<file path="src/rtl/hfusion_sched_pkg.sv">
// Shared types and helpers for the hfusion multi-pass scheduler.
package hfusion_sched_pkg;

  typedef enum logic [1:0] {IDLE, PASS, DRAIN, FIN} state_t;

  function automatic int calc_n(input int im_len, input int im_wid);
    return im_len * im_wid;
  endfunction

  localparam int DEF_IM_LEN = 520;
  localparam int DEF_IM_WID = 520;
  localparam int DEF_N      = calc_n(DEF_IM_LEN, DEF_IM_WID);

  // Pass p writes bank p[0]; the fused bank read by pass p is the other one.
  function automatic logic bank_of(input logic [15:0] p);
    return p[0];
  endfunction

endpackage

</file>
<file path="src/rtl/hsched_vdelay.sv">
// Valid delay line: replays the read-valid stream PIPE_LAT cycles later as write enable.
module hsched_vdelay #(
  parameter int DEPTH = 20
) (
  input  logic clk,
  input  logic rst,
  input  logic din,
  output logic dout
);

  logic [DEPTH-1:0] sr_reg;

  always_ff @(posedge clk or negedge rst) begin
    if (!rst) sr_reg <= '0;
    else      sr_reg <= {sr_reg[DEPTH-2:0], din};
  end

  assign dout = sr_reg[DEPTH-1];

endmodule

</file>
<file path="src/rtl/hfusion_sched.sv">
// Multi-pass fusion scheduler: raster reads per pass, pipeline drain, ping-pong
// fused banks and aligned write-back addressing.
module hfusion_sched
  import hfusion_sched_pkg::*;
#(
  parameter int IM_LEN            = DEF_IM_LEN,
  parameter int IM_WID            = DEF_IM_WID,
  parameter int LOG2_NO_OF_IMAGES = 4,
  parameter int PIPE_LAT          = 20,
  parameter int ADDR_W            = 19
) (
  input  logic                         clk,
  input  logic                         rst,
  input  logic                         start,
  input  logic [LOG2_NO_OF_IMAGES:0]   num_images,
  output logic [ADDR_W-1:0]            rd_addr,
  output logic                         rd_valid,
  output logic [LOG2_NO_OF_IMAGES-1:0] rd_new_img,
  output logic                         rd_fuse_from_img0,
  output logic                         rd_fuse_bank,
  output logic                         clearbuffer,
  output logic [ADDR_W-1:0]            wr_addr,
  output logic                         wr_en,
  output logic                         wr_bank,
  output logic                         busy,
  output logic                         done,
  output logic                         err,
  output logic                         result_bank
);

  localparam int N  = calc_n(IM_LEN, IM_WID);
  localparam int PW = LOG2_NO_OF_IMAGES + 1;
  localparam int DW = $clog2(PIPE_LAT);
  localparam logic [ADDR_W-1:0] LAST_PIX   = ADDR_W'(N - 1);
  localparam logic [DW-1:0]     LAST_DRAIN = DW'(PIPE_LAT - 1);

  state_t            state_reg, state_next;
  logic [ADDR_W-1:0] pix_reg, pix_next;
  logic [DW-1:0]     drain_reg, drain_next;
  logic [PW-1:0]     p_reg, p_next;
  logic [PW-1:0]     k_reg, k_next;

  logic                         rd_valid_next, from_img0_next, fuse_bank_next;
  logic                         clearbuffer_next, wr_bank_next, busy_next;
  logic                         done_next, err_next, result_bank_next;
  logic [LOG2_NO_OF_IMAGES-1:0] rd_new_img_next;

  always_ff @(posedge clk or negedge rst) begin
    if (!rst) begin
      state_reg <= IDLE;
      pix_reg   <= '0;
      drain_reg <= '0;
      p_reg     <= '0;
      k_reg     <= '0;
    end else begin
      state_reg <= state_next;
      pix_reg   <= pix_next;
      drain_reg <= drain_next;
      p_reg     <= p_next;
      k_reg     <= k_next;
    end
  end

  always_comb begin
    state_next = state_reg;
    pix_next   = pix_reg;
    drain_next = drain_reg;
    p_next     = p_reg;
    k_next     = k_reg;
    case (state_reg)
      IDLE: begin
        if (start && num_images >= PW'(2)) begin
          k_next     = num_images;
          p_next     = PW'(1);
          pix_next   = '0;
          state_next = PASS;
        end
      end
      PASS: begin
        if (pix_reg == LAST_PIX) begin
          pix_next   = '0;
          drain_next = '0;
          state_next = DRAIN;
        end else begin
          pix_next = pix_reg + ADDR_W'(1);
        end
      end
      DRAIN: begin
        if (drain_reg == LAST_DRAIN) begin
          drain_next = '0;
          if (p_reg < k_reg - PW'(1)) begin
            p_next     = p_reg + PW'(1);
            state_next = PASS;
          end else begin
            state_next = FIN;
          end
        end else begin
          drain_next = drain_reg + DW'(1);
        end
      end
      FIN:     state_next = IDLE;
      default: state_next = IDLE;
    endcase
  end

  // Outputs are decoded from the next state so every port comes straight off a flop.
  always_comb begin
    rd_valid_next    = (state_next == PASS);
    rd_new_img_next  = p_next[LOG2_NO_OF_IMAGES-1:0];
    from_img0_next   = (state_next == PASS) && (p_next == PW'(1));
    fuse_bank_next   = 1'b0;
    if ((state_next == PASS) && (p_next != PW'(1)))
      fuse_bank_next = ~bank_of(16'(p_next));
    clearbuffer_next = (state_next == PASS) && (pix_next == LAST_PIX);
    wr_bank_next     = (state_next == PASS) ? bank_of(16'(p_next)) : wr_bank;
    busy_next        = (state_next != IDLE);
    done_next        = (state_next == FIN);
    err_next         = (state_reg == IDLE) && start && (num_images < PW'(2));
    result_bank_next = (state_next == FIN) ? bank_of(16'(k_reg - PW'(1))) : result_bank;
  end

  always_ff @(posedge clk or negedge rst) begin
    if (!rst) begin
      rd_addr           <= '0;
      rd_valid          <= 1'b0;
      rd_new_img        <= '0;
      rd_fuse_from_img0 <= 1'b0;
      rd_fuse_bank      <= 1'b0;
      clearbuffer       <= 1'b0;
      wr_bank           <= 1'b0;
      busy              <= 1'b0;
      done              <= 1'b0;
      err               <= 1'b0;
      result_bank       <= 1'b0;
    end else begin
      rd_addr           <= pix_next;
      rd_valid          <= rd_valid_next;
      rd_new_img        <= rd_new_img_next;
      rd_fuse_from_img0 <= from_img0_next;
      rd_fuse_bank      <= fuse_bank_next;
      clearbuffer       <= clearbuffer_next;
      wr_bank           <= wr_bank_next;
      busy              <= busy_next;
      done              <= done_next;
      err               <= err_next;
      result_bank       <= result_bank_next;
    end
  end

  hsched_vdelay #(.DEPTH(PIPE_LAT)) u_vdelay (
    .clk  (clk),
    .rst  (rst),
    .din  (rd_valid),
    .dout (wr_en)
  );

  // wr_addr shows the address being written while wr_en is high.
  always_ff @(posedge clk or negedge rst) begin
    if (!rst)
      wr_addr <= '0;
    else if (wr_en)
      wr_addr <= (wr_addr == LAST_PIX) ? '0 : wr_addr + ADDR_W'(1);
  end

endmodule

</file>
<file path="config.mk">
export PLATFORM = sky130hd
export DESIGN_NAME = hfusion_sched
export DESIGN_NICKNAME = d
export VERILOG_FILES = /design/src/rtl/hfusion_sched_pkg.sv /design/src/rtl/hsched_vdelay.sv /design/src/rtl/hfusion_sched.sv
export SDC_FILE = /design/constraint.sdc
export NUM_CORES = 1
export LEC_CHECK = 0
export ABC_AREA = 1
export CAP_MARGIN = 15
export CORE_MARGIN = 2
export CORE_UTILIZATION = 50
export DETAILED_ROUTE_END_ITERATION = 12
export PLACE_DENSITY_LB_ADDON = 0.2
export REMOVE_ABC_BUFFERS = 1
export SYNTH_ARGS = -nofsm -noshare
export SYNTH_HDL_FRONTEND = slang
export SYNTH_SLANG_ARGS = --single-unit
</file>
<file path="constraint.sdc">
create_clock -name clk -period 5.2 [get_ports clk]
set_input_delay 1.04 -clock clk [delete_from_list [all_inputs] [get_ports clk]]
set_output_delay 1.04 -clock clk [all_outputs]
set_load 0.05 [all_outputs]
</file>
==> results.cfg, run 1 <==
[floorplan]
rows = 34
initial_core_util = 0.510
ios = 60
die_h_um = 97.6
die_w_um = 97.6
dieArea_mm2 = 0.00953
coreArea_mm2 = 0.00859

[cts]
ctsRootBufferMaster = clkbuf_8
numCtsBuffers = 9
htreeDepth = 3
clock_latency_ns = 0.35
clockBufferDepth = 2
cts_tree = built
clkTransAtPathRegs_ns = 0.09
post_cts_buffers = 0
cts_resized = 0
holdBufCountCts = 0
clock-sinks = 84

[setup_path]
start_kind = flop
critPathTopFamily = buffers and inverters
crit_required_ns = 4.16
timing.critical_path.buf_inv = 1
crit_chain = clkdlybuf4s50_1
crit_arrival_ns = 1.86
path_class = reg -> out
cp_max_fo = 9
max_stage_delay_ns = 0.90
critPathSlowestCell = clkdlybuf4s50_1
end_kind = output port

[final_layout]
finalNonFillerCells = 692
layout_commonest_cell = nand2_1
multiInputGateArea_mm2 = 0.00192
utilization = 0.605
drive_gt1_frac = 0.120
fillers = 784
seq_area_mm2 = 0.00210
diodes = 0
fin_nets = 597
largest_reg_flops = 20
final_cell_mix = 122 x nand2_1, 84 x dfrtp_1, 59 x inv_1, 58 x clkdlybuf4s50_1, 56 x nor2_1
areaGrowthSynthToFinish_pct = 18.6
final_area_mm2 = 0.00520

[timing]
worst_pin_slew_ns = 0.628
clock.fmax_mhz = 345
final_max_slew_viol_count = 0
min_period_over_period = 0.557
finClkSkew_ns = 0.0113
setup_viol = 0
rsz0062_at_grt = no
period_needed_ns = 2.90
timing_hold_violations_final = 0
relSlewSlack = 0.581
fin_ws_ns = 2.30
fin_tns_setup_ns = 0

[route]
route.detailed.drc = 0
ant_nets = 0
wirelength_um = 8930
drt_iter0_drc = 157
drt-pass1-iter-count = 5
wl_per_cell_um = 12.9
vias = 3551
vias_per_cell = 5.13

[global_route]
antenna_found_initial = 0
grt_pass1_wl_um = 15400
grt-ovfl-total = 0
grt_use_total = 0.196
grt_max_degree = 51
grt_pass1_vias = 3373

[synth]
yosys_warnings = 0
synth.largest_area_cell = dfrtp_1
async_reset_ff_frac = 1.00
synth.avg_cell_area_um2 = 8.46
synth-main-ff-cell = dfrtp_1
synth_area_leaders = dfrtp_1 48%, nand2_1 10%, nand3_1 5.7%, inv_1 5.1%, nor2_1 4.8%
ys_types = 37
yosysSeqAreaShare = 0.480
netlist.area_leader.share = 0.480
ys_seq_elements = 84
synthCells = 518
syn_area_mm2 = 0.00438
synth-edff-count = 0

[min_path]
min-delay-path-class = reg -> reg

[placed_design]
post-place-ws_ns = 2.36
port-buffer-count = 59
place.gp.congestion = 0.919
placed_area_mm2 = 0.00503
dp_hpwl_um = 6670
place_inst = 677

[status]
status = finished clean

[power]
power_density_mw_per_mm2 = 210
power_leakage_nw = 2.38
ir_drop_uv = 181

[job]
cap_violations = 0
## power breakdown
part	switching [mW]	internal [mW]	leakage, nW
Combinational	0.0143	0.00530	1.33
Sequential	0	0.653	0.972
Clock	0.246	0.175	0.0783
## per-stage QoR
step | power (mW) | hold WS [ns]
3_5_place_dp | 0.686 | 0.336
2_1_floorplan | 0.667 | 0.331
4_1_cts | 1.11 | 0.347
5_1_grt | 1.13 | 0.357
3_3_place_gp | 0.686 | 0.333
6_report | 1.09 | 0.347
## logic make-up after synthesis
| logic type | after synthesis | share of synthesized area |
|---|---|---|
| AOI/OAI and AO/OA | 33 | 0.0425 |
| xor gates and xnor gates | 18 | 0.0360 |
| adders and majority gates | 9 | 0.0257 |
| buffers and inverters | 80 | 0.0817 |
| DFF | 84 | 0.480 |
| and+or+nand+nor | 294 | 0.334 |
## path summary, 6_finish.rpt
| path | cells after the start | start | slack (ns) | end |
|---|---|---|---|---|
| hold / removal | 0 | u_vdelay.sr_reg[7] | 0.35 | u_vdelay.sr_reg[8] |
| min in group asynchronous | 1 | rst | 0.63 | wr_addr[17] |
| setup reg to reg | 17 | k_reg[0] | 2.67 | clearbuffer |
| setup / recovery | 1 | u_vdelay.sr_reg[19] | 2.30 | wr_en |
| hold reg to reg | 0 | u_vdelay.sr_reg[7] | 0.35 | u_vdelay.sr_reg[8] |
| max in group asynchronous | 2 | rst | 3.58 | drain_reg[0] |
## metal layers
layer / GRT usage / vias to the layer above / wire [um]
met2: 0.309 / 95 / 4110
met1: 0.276 / 1672 / 4230
met3: 0.0302 / 13 / 453
li1: - / 1771 / -
met4: 0.0694 / 0 / 129
met5: 0 / - / 0
## cell type report
class	instances	area share
sequential	84	0.404
multi-input combinational	354	0.370
clock buffer	9	0.0238
clock inverter	6	0.00939
tap	108	0.0260
inverter	71	0.0522
timing repair buffer	60	0.115
## synth_stat cells, types with 4 or more instances
cell type	instances
a21oi_1	8
buf_4	4
buf_6	5
dfrtp_1	84
ha_1	9
inv_1	59
inv_2	7
nand2_1	122
nand2_2	11
nand3_1	50
nand4_1	10
nor2_1	56
nor2_2	8
nor2_4	7
nor3_1	7
o21ai_0	17
o21ai_1	4
xor2_1	16
No activity file was read; power rests on OpenSTA's default activity.
==> run 2: changes to the inputs <==
- clock period: 5.2 -> 2.44 ns (I/O delays scaled with it)
==> results.cfg, run 2 (same netlist as run 1, synthesis figures left out) <==
[status]
status = finished clean

[final_layout]
fin_nets = 598
drive_gt1_frac = 0.131
seq_area_mm2 = 0.00210
final_cell_mix = 122 x nand2_1, 84 x dfrtp_1, 58 x inv_1, 58 x clkdlybuf4s50_1, 55 x nor2_1
largest_reg_flops = 20
diodes = 0
finalNonFillerCells = 694
multiInputGateArea_mm2 = 0.00194
fillers = 747
areaGrowthSynthToFinish_pct = 19.9
layout_commonest_cell = nand2_1

[setup_path]
crit_required_ns = 2.70
start_kind = flop
cp_max_fo = 4
end_kind = flop
crit_arrival_ns = 2.65
path_class = reg -> reg

[cts]
numCtsBuffers = 9
clkTransAtPathRegs_ns = 0.10
clock_latency_ns = 0.35
ctsRootBufferMaster = clkbuf_8
cts_tree = built
clock-sinks = 84
htreeDepth = 3
clockBufferDepth = 2
holdBufCountCts = 0

[power]
seq_power_share = 0.591
swShare = 0.231
comb_power_share = 0.019
switching_power_uw = 542
ir_drop_uv = 374
intPower_mw = 1.81
power_density_mw_per_mm2 = 448
power_leakage_nw = 2.40
clkPwrFrac = 0.390

[job]
cap_violations = 0

[floorplan]
coreArea_mm2 = 0.00859
rows = 34
dieArea_mm2 = 0.00953
die_h_um = 97.6
ios = 60
die_w_um = 97.6
initial_core_util = 0.510

[placed_design]
place.gp.congestion = 0.946
post-place-ws_ns = 0.0584
port-buffer-count = 59
place_inst = 678
dp_hpwl_um = 6870

[global_route]
grt_use_total = 0.201
grt_pass1_vias = 3398
grt_max_degree = 47
antenna_found_initial = 0
grt-ovfl-total = 0
grt_pass1_wl_um = 15800

[timing]
fin_ws_ns = 0.0579
worst_pin_slew_ns = 0.514
setup_viol = 0
clock.fmax_mhz = 420
final_max_slew_viol_count = 0
finClkSkew_ns = 0.0168
relSlewSlack = 0.656
min_period_over_period = 0.976
period_needed_ns = 2.38
timing_hold_violations_final = 0
rsz0062_at_grt = yes
hold_ws_ns = 0.0824

[route]
wirelength_um = 9150
drt-pass1-iter-count = 4
vias_per_cell = 5.11
route.detailed.drc = 0
wl_per_cell_um = 13.2
vias = 3544
drt_iter0_drc = 189
ant_nets = 0

[min_path]
min-delay-path-class = in -> async
[run 2: metal layers]
| layer | part of all wire | GRT usage | vias to the layer above |
|---|---|---|---|
| met5 | 0 | 0 | - |
| met3 | 0.043 | 0.0374 | 10 |
| li1 | - | - | 1769 |
| met1 | 0.48 | 0.281 | 1673 |
| met4 | 0.014 | 0.0726 | 0 |
| met2 | 0.46 | 0.316 | 92 |
[run 2: per-stage QoR]
step | instance area, um2 | power [mW] | TNS (ns) | utilization
floorplan | 4300 | 1.42 | 0 | -
CTS | 5230 | 2.38 | 0 | 0.609
finish | 5250 | 2.35 | 0 | 0.611
detailed placement | 5050 | 1.46 | 0 | 0.587
global route | 5250 | 2.44 | -0.174 | 0.611
global placement | 5050 | 1.46 | 0 | 0.587
[run 2: path summary, 6_finish.rpt]
check	startpoint	end	slack, ns	depth (start not counted)
max reg2reg	k_reg[0]	rd_fuse_from_img0	0.06	16
max	k_reg[0]	rd_fuse_from_img0	0.06	16
min reg2reg	u_vdelay.sr_reg[17]	u_vdelay.sr_reg[18]	0.35	0
min	rst	wr_addr[18]	0.08	1
max in group asynchronous	rst	result_bank	1.74	2
min in group clk	u_vdelay.sr_reg[17]	u_vdelay.sr_reg[18]	0.35	0
[run 2: final cells by class]
| cell class | instances | area share |
|---|---|---|
| Multi-Input combinational cell | 354 | 0.370 |
| Clock inverter | 6 | 0.00881 |
| Inverter | 71 | 0.0517 |
| Sequential cell | 84 | 0.400 |
| Clock buffer | 10 | 0.0262 |
| Timing Repair Buffer | 61 | 0.117 |
| Tap cell | 108 | 0.0257 |
[run 2: what timing repair did]
item | CTS | global route
buffers inserted | 0 | 0
gates resized for setup | 0 | 5
hold endpoints to repair | 0 | 0
endpoints found under the setup margin | 0 | 5
[run 2: power groups by stage]
stage / logic, mW / registers (mW) / clock network (mW)
2_1_floorplan: 0.00218 / 1.42 / 0
3_3_place_gp: 0.0457 / 1.42 / 0
3_5_place_dp: 0.0466 / 1.42 / 0
4_1_cts: 0.0464 / 1.39 / 0.939
5_1_grt: 0.0513 / 1.39 / 0.993
6_report: 0.0438 / 1.39 / 0.917
[run 2: worst max-delay path: stages, from the launching register on]
cell     delay (ns)
dfrtp_1        0.40
inv_2          0.07
ha_2           0.18
nand3_1        0.09
xor2_1         0.14
inv_1          0.08
ha_4           0.20
nand2_1        0.05
nand2_1        0.05
nor2_2         0.10
nand4_1        0.20
or2_0          0.29
nand3_2        0.09
nand2_1        0.08
nor2_1         0.10
nand2_1        0.06
nor2_1         0.11
==> run 3: changes to the inputs <==
- CELL_PAD_IN_SITES_DETAIL_PLACEMENT: not set -> 0
- CELL_PAD_IN_SITES_GLOBAL_PLACEMENT: not set -> 2
- CORE_UTILIZATION: 50 -> 30
==> results.cfg, run 3 (same netlist as run 1, synthesis figures left out) <==
[final_layout]
utilization = 0.390
diodes = 0
final_cell_mix = 119 x nand2_1, 84 x dfrtp_1, 57 x inv_1, 57 x clkdlybuf4s50_1, 55 x nor2_1
layout_commonest_cell = nand2_1
fillers = 1493
largest_reg_flops = 20
drive_gt1_frac = 0.158
multiInputGateArea_mm2 = 0.00200
areaGrowthSynthToFinish_pct = 28.4
fin_nets = 608
seq_area_mm2 = 0.00210

[cts]
clkTransAtPathRegs_ns = 0.06
clockBufferDepth = 2
numCtsBuffers = 9
clock_latency_ns = 0.33
cts_tree = built
htreeDepth = 3
clock-sinks = 84
ctsRootBufferMaster = clkbuf_16

[power]
swShare = 0.204
power_leakage_nw = 2.51
power_density_mw_per_mm2 = 521
clkPwrFrac = 0.509
intPower_mw = 2.33
ir_drop_uv = 313
comb_power_share = 0.016
switching_power_uw = 600
seq_power_share = 0.475

[timing]
timing_hold_violations_final = 0
min_period_over_period = 0.950
setup_viol = 0
period_needed_ns = 2.32
clock.fmax_mhz = 431
relSlewSlack = 0.596
finClkSkew_ns = 0.00566
rsz0062_at_grt = yes
worst_pin_slew_ns = 0.606
final_max_slew_viol_count = 0
fin_tns_setup_ns = 0

[job]
cap_violations = 0

[route]
vias = 3563
ant_nets = 0
drt_iter0_drc = 202
route.detailed.drc = 0
vias_per_cell = 4.57
drt-pass1-iter-count = 5
wirelength_um = 10800
wl_per_cell_um = 13.9

[setup_path]
critPathTopFamily = simple AND/OR/NAND/NOR gates
max_stage_delay_ns = 0.40
cp_common_cell = nand2_1
end_kind = flop
path_class = reg -> reg
crit_required_ns = 2.70
crit_chain = inv_2 -> ha_4 -> nand3_2 -> xor2_1 -> inv_1 -> ha_4 -> nand2_1 -> nor2_1 -> nand2_1 -> nand3_4 -> nor2_2 -> or2_4 -> nand3_2 -> nand2_1 -> nor2_1 -> nand2_1 -> nor2_1
critPathSlowestCell = dfrtp_1
timing.critical_path.buf_inv = 2
cp_max_fo = 3
start_kind = flop
crit_arrival_ns = 2.58

[status]
status = finished clean

[global_route]
antenna_found_initial = 0
grt_pass1_vias = 3402
grt_pass1_wl_um = 18100
grt_use_total = 0.145
grt-ovfl-total = 0
grt_max_degree = 48

[floorplan]
rows = 44
ios = 60
dieArea_mm2 = 0.0156
coreArea_mm2 = 0.0144
die_w_um = 125
die_h_um = 125
initial_core_util = 0.304

[placed_design]
place.gp.congestion = 0.766
dp_hpwl_um = 7990
port-buffer-count = 59

[min_path]
min-delay-path-class = in -> async
-- run 3: per-stage QoR --
step / instance area, um2 / std cells / setup WS, ns / power [mW] / hold slack (ns)
floorplan: 4300 / 509 / 0.244 / 1.42 / 0.192
global placement: 5170 / 758 / 0.0933 / 1.47 / 0.335
detailed placement: 5170 / 758 / -0.00235 / 1.47 / 0.335
CTS: 5500 / 774 / 0.00807 / 2.99 / 0.181
global route: 5630 / 780 / -0.0398 / 3.07 / 0.201
finish: 5630 / 780 / 0.121 / 2.93 / 0.166
-- run 3: worst paths after layout --
check	startpoint	end	slack, ns	cells after the start
min in group clk	u_vdelay.sr_reg[17]	u_vdelay.sr_reg[18]	0.35	0
max in group asynchronous	rst	rd_addr[11]	1.63	2
setup / recovery	k_reg[0]	rd_fuse_from_img0	0.12	17
setup reg to reg	k_reg[0]	rd_fuse_from_img0	0.12	17
hold / removal	rst	wr_addr[4]	0.17	1
hold reg to reg	u_vdelay.sr_reg[17]	u_vdelay.sr_reg[18]	0.35	0
-- run 3: layout make-up --
cell class | instances | share of cell area
clock inverter | 6 | 0.0156
timing repair buffer | 71 | 0.123
inverter | 71 | 0.0483
clock buffer | 10 | 0.0425
multi-input combinational | 354 | 0.356
tap | 184 | 0.0409
sequential | 84 | 0.374
-- run 3: power by group through the flow --
stage | Sequential, mW | Clock, mW | Combinational, mW
final | 1.39 | 1.49 | 0.0476
after global routing | 1.39 | 1.63 | 0.0553
after CTS | 1.39 | 1.54 | 0.0508
after detailed placement | 1.42 | 0 | 0.0509
after global placement | 1.42 | 0 | 0.0499
after floorplan | 1.42 | 0 | 0.00218
-- run 3: what timing repair did --
action	CTS	global route
setup buffers	0	6
setup endpoints to repair	2	6
gates resized for setup	2	19
pin swaps	1	21
gates cloned	0	0
hold buffers	0	0
-- run 3: routing by layer --
| metal | global-route usage | up-vias | wire length, um |
|---|---|---|---|
| li1 | - | 1793 | - |
| met1 | 0.202 | 1687 | 5250 |
| met2 | 0.227 | 76 | 4960 |
| met3 | 0.0412 | 7 | 519 |
| met4 | 0.0314 | 0 | 100 |
| met5 | 0 | - | 0 |
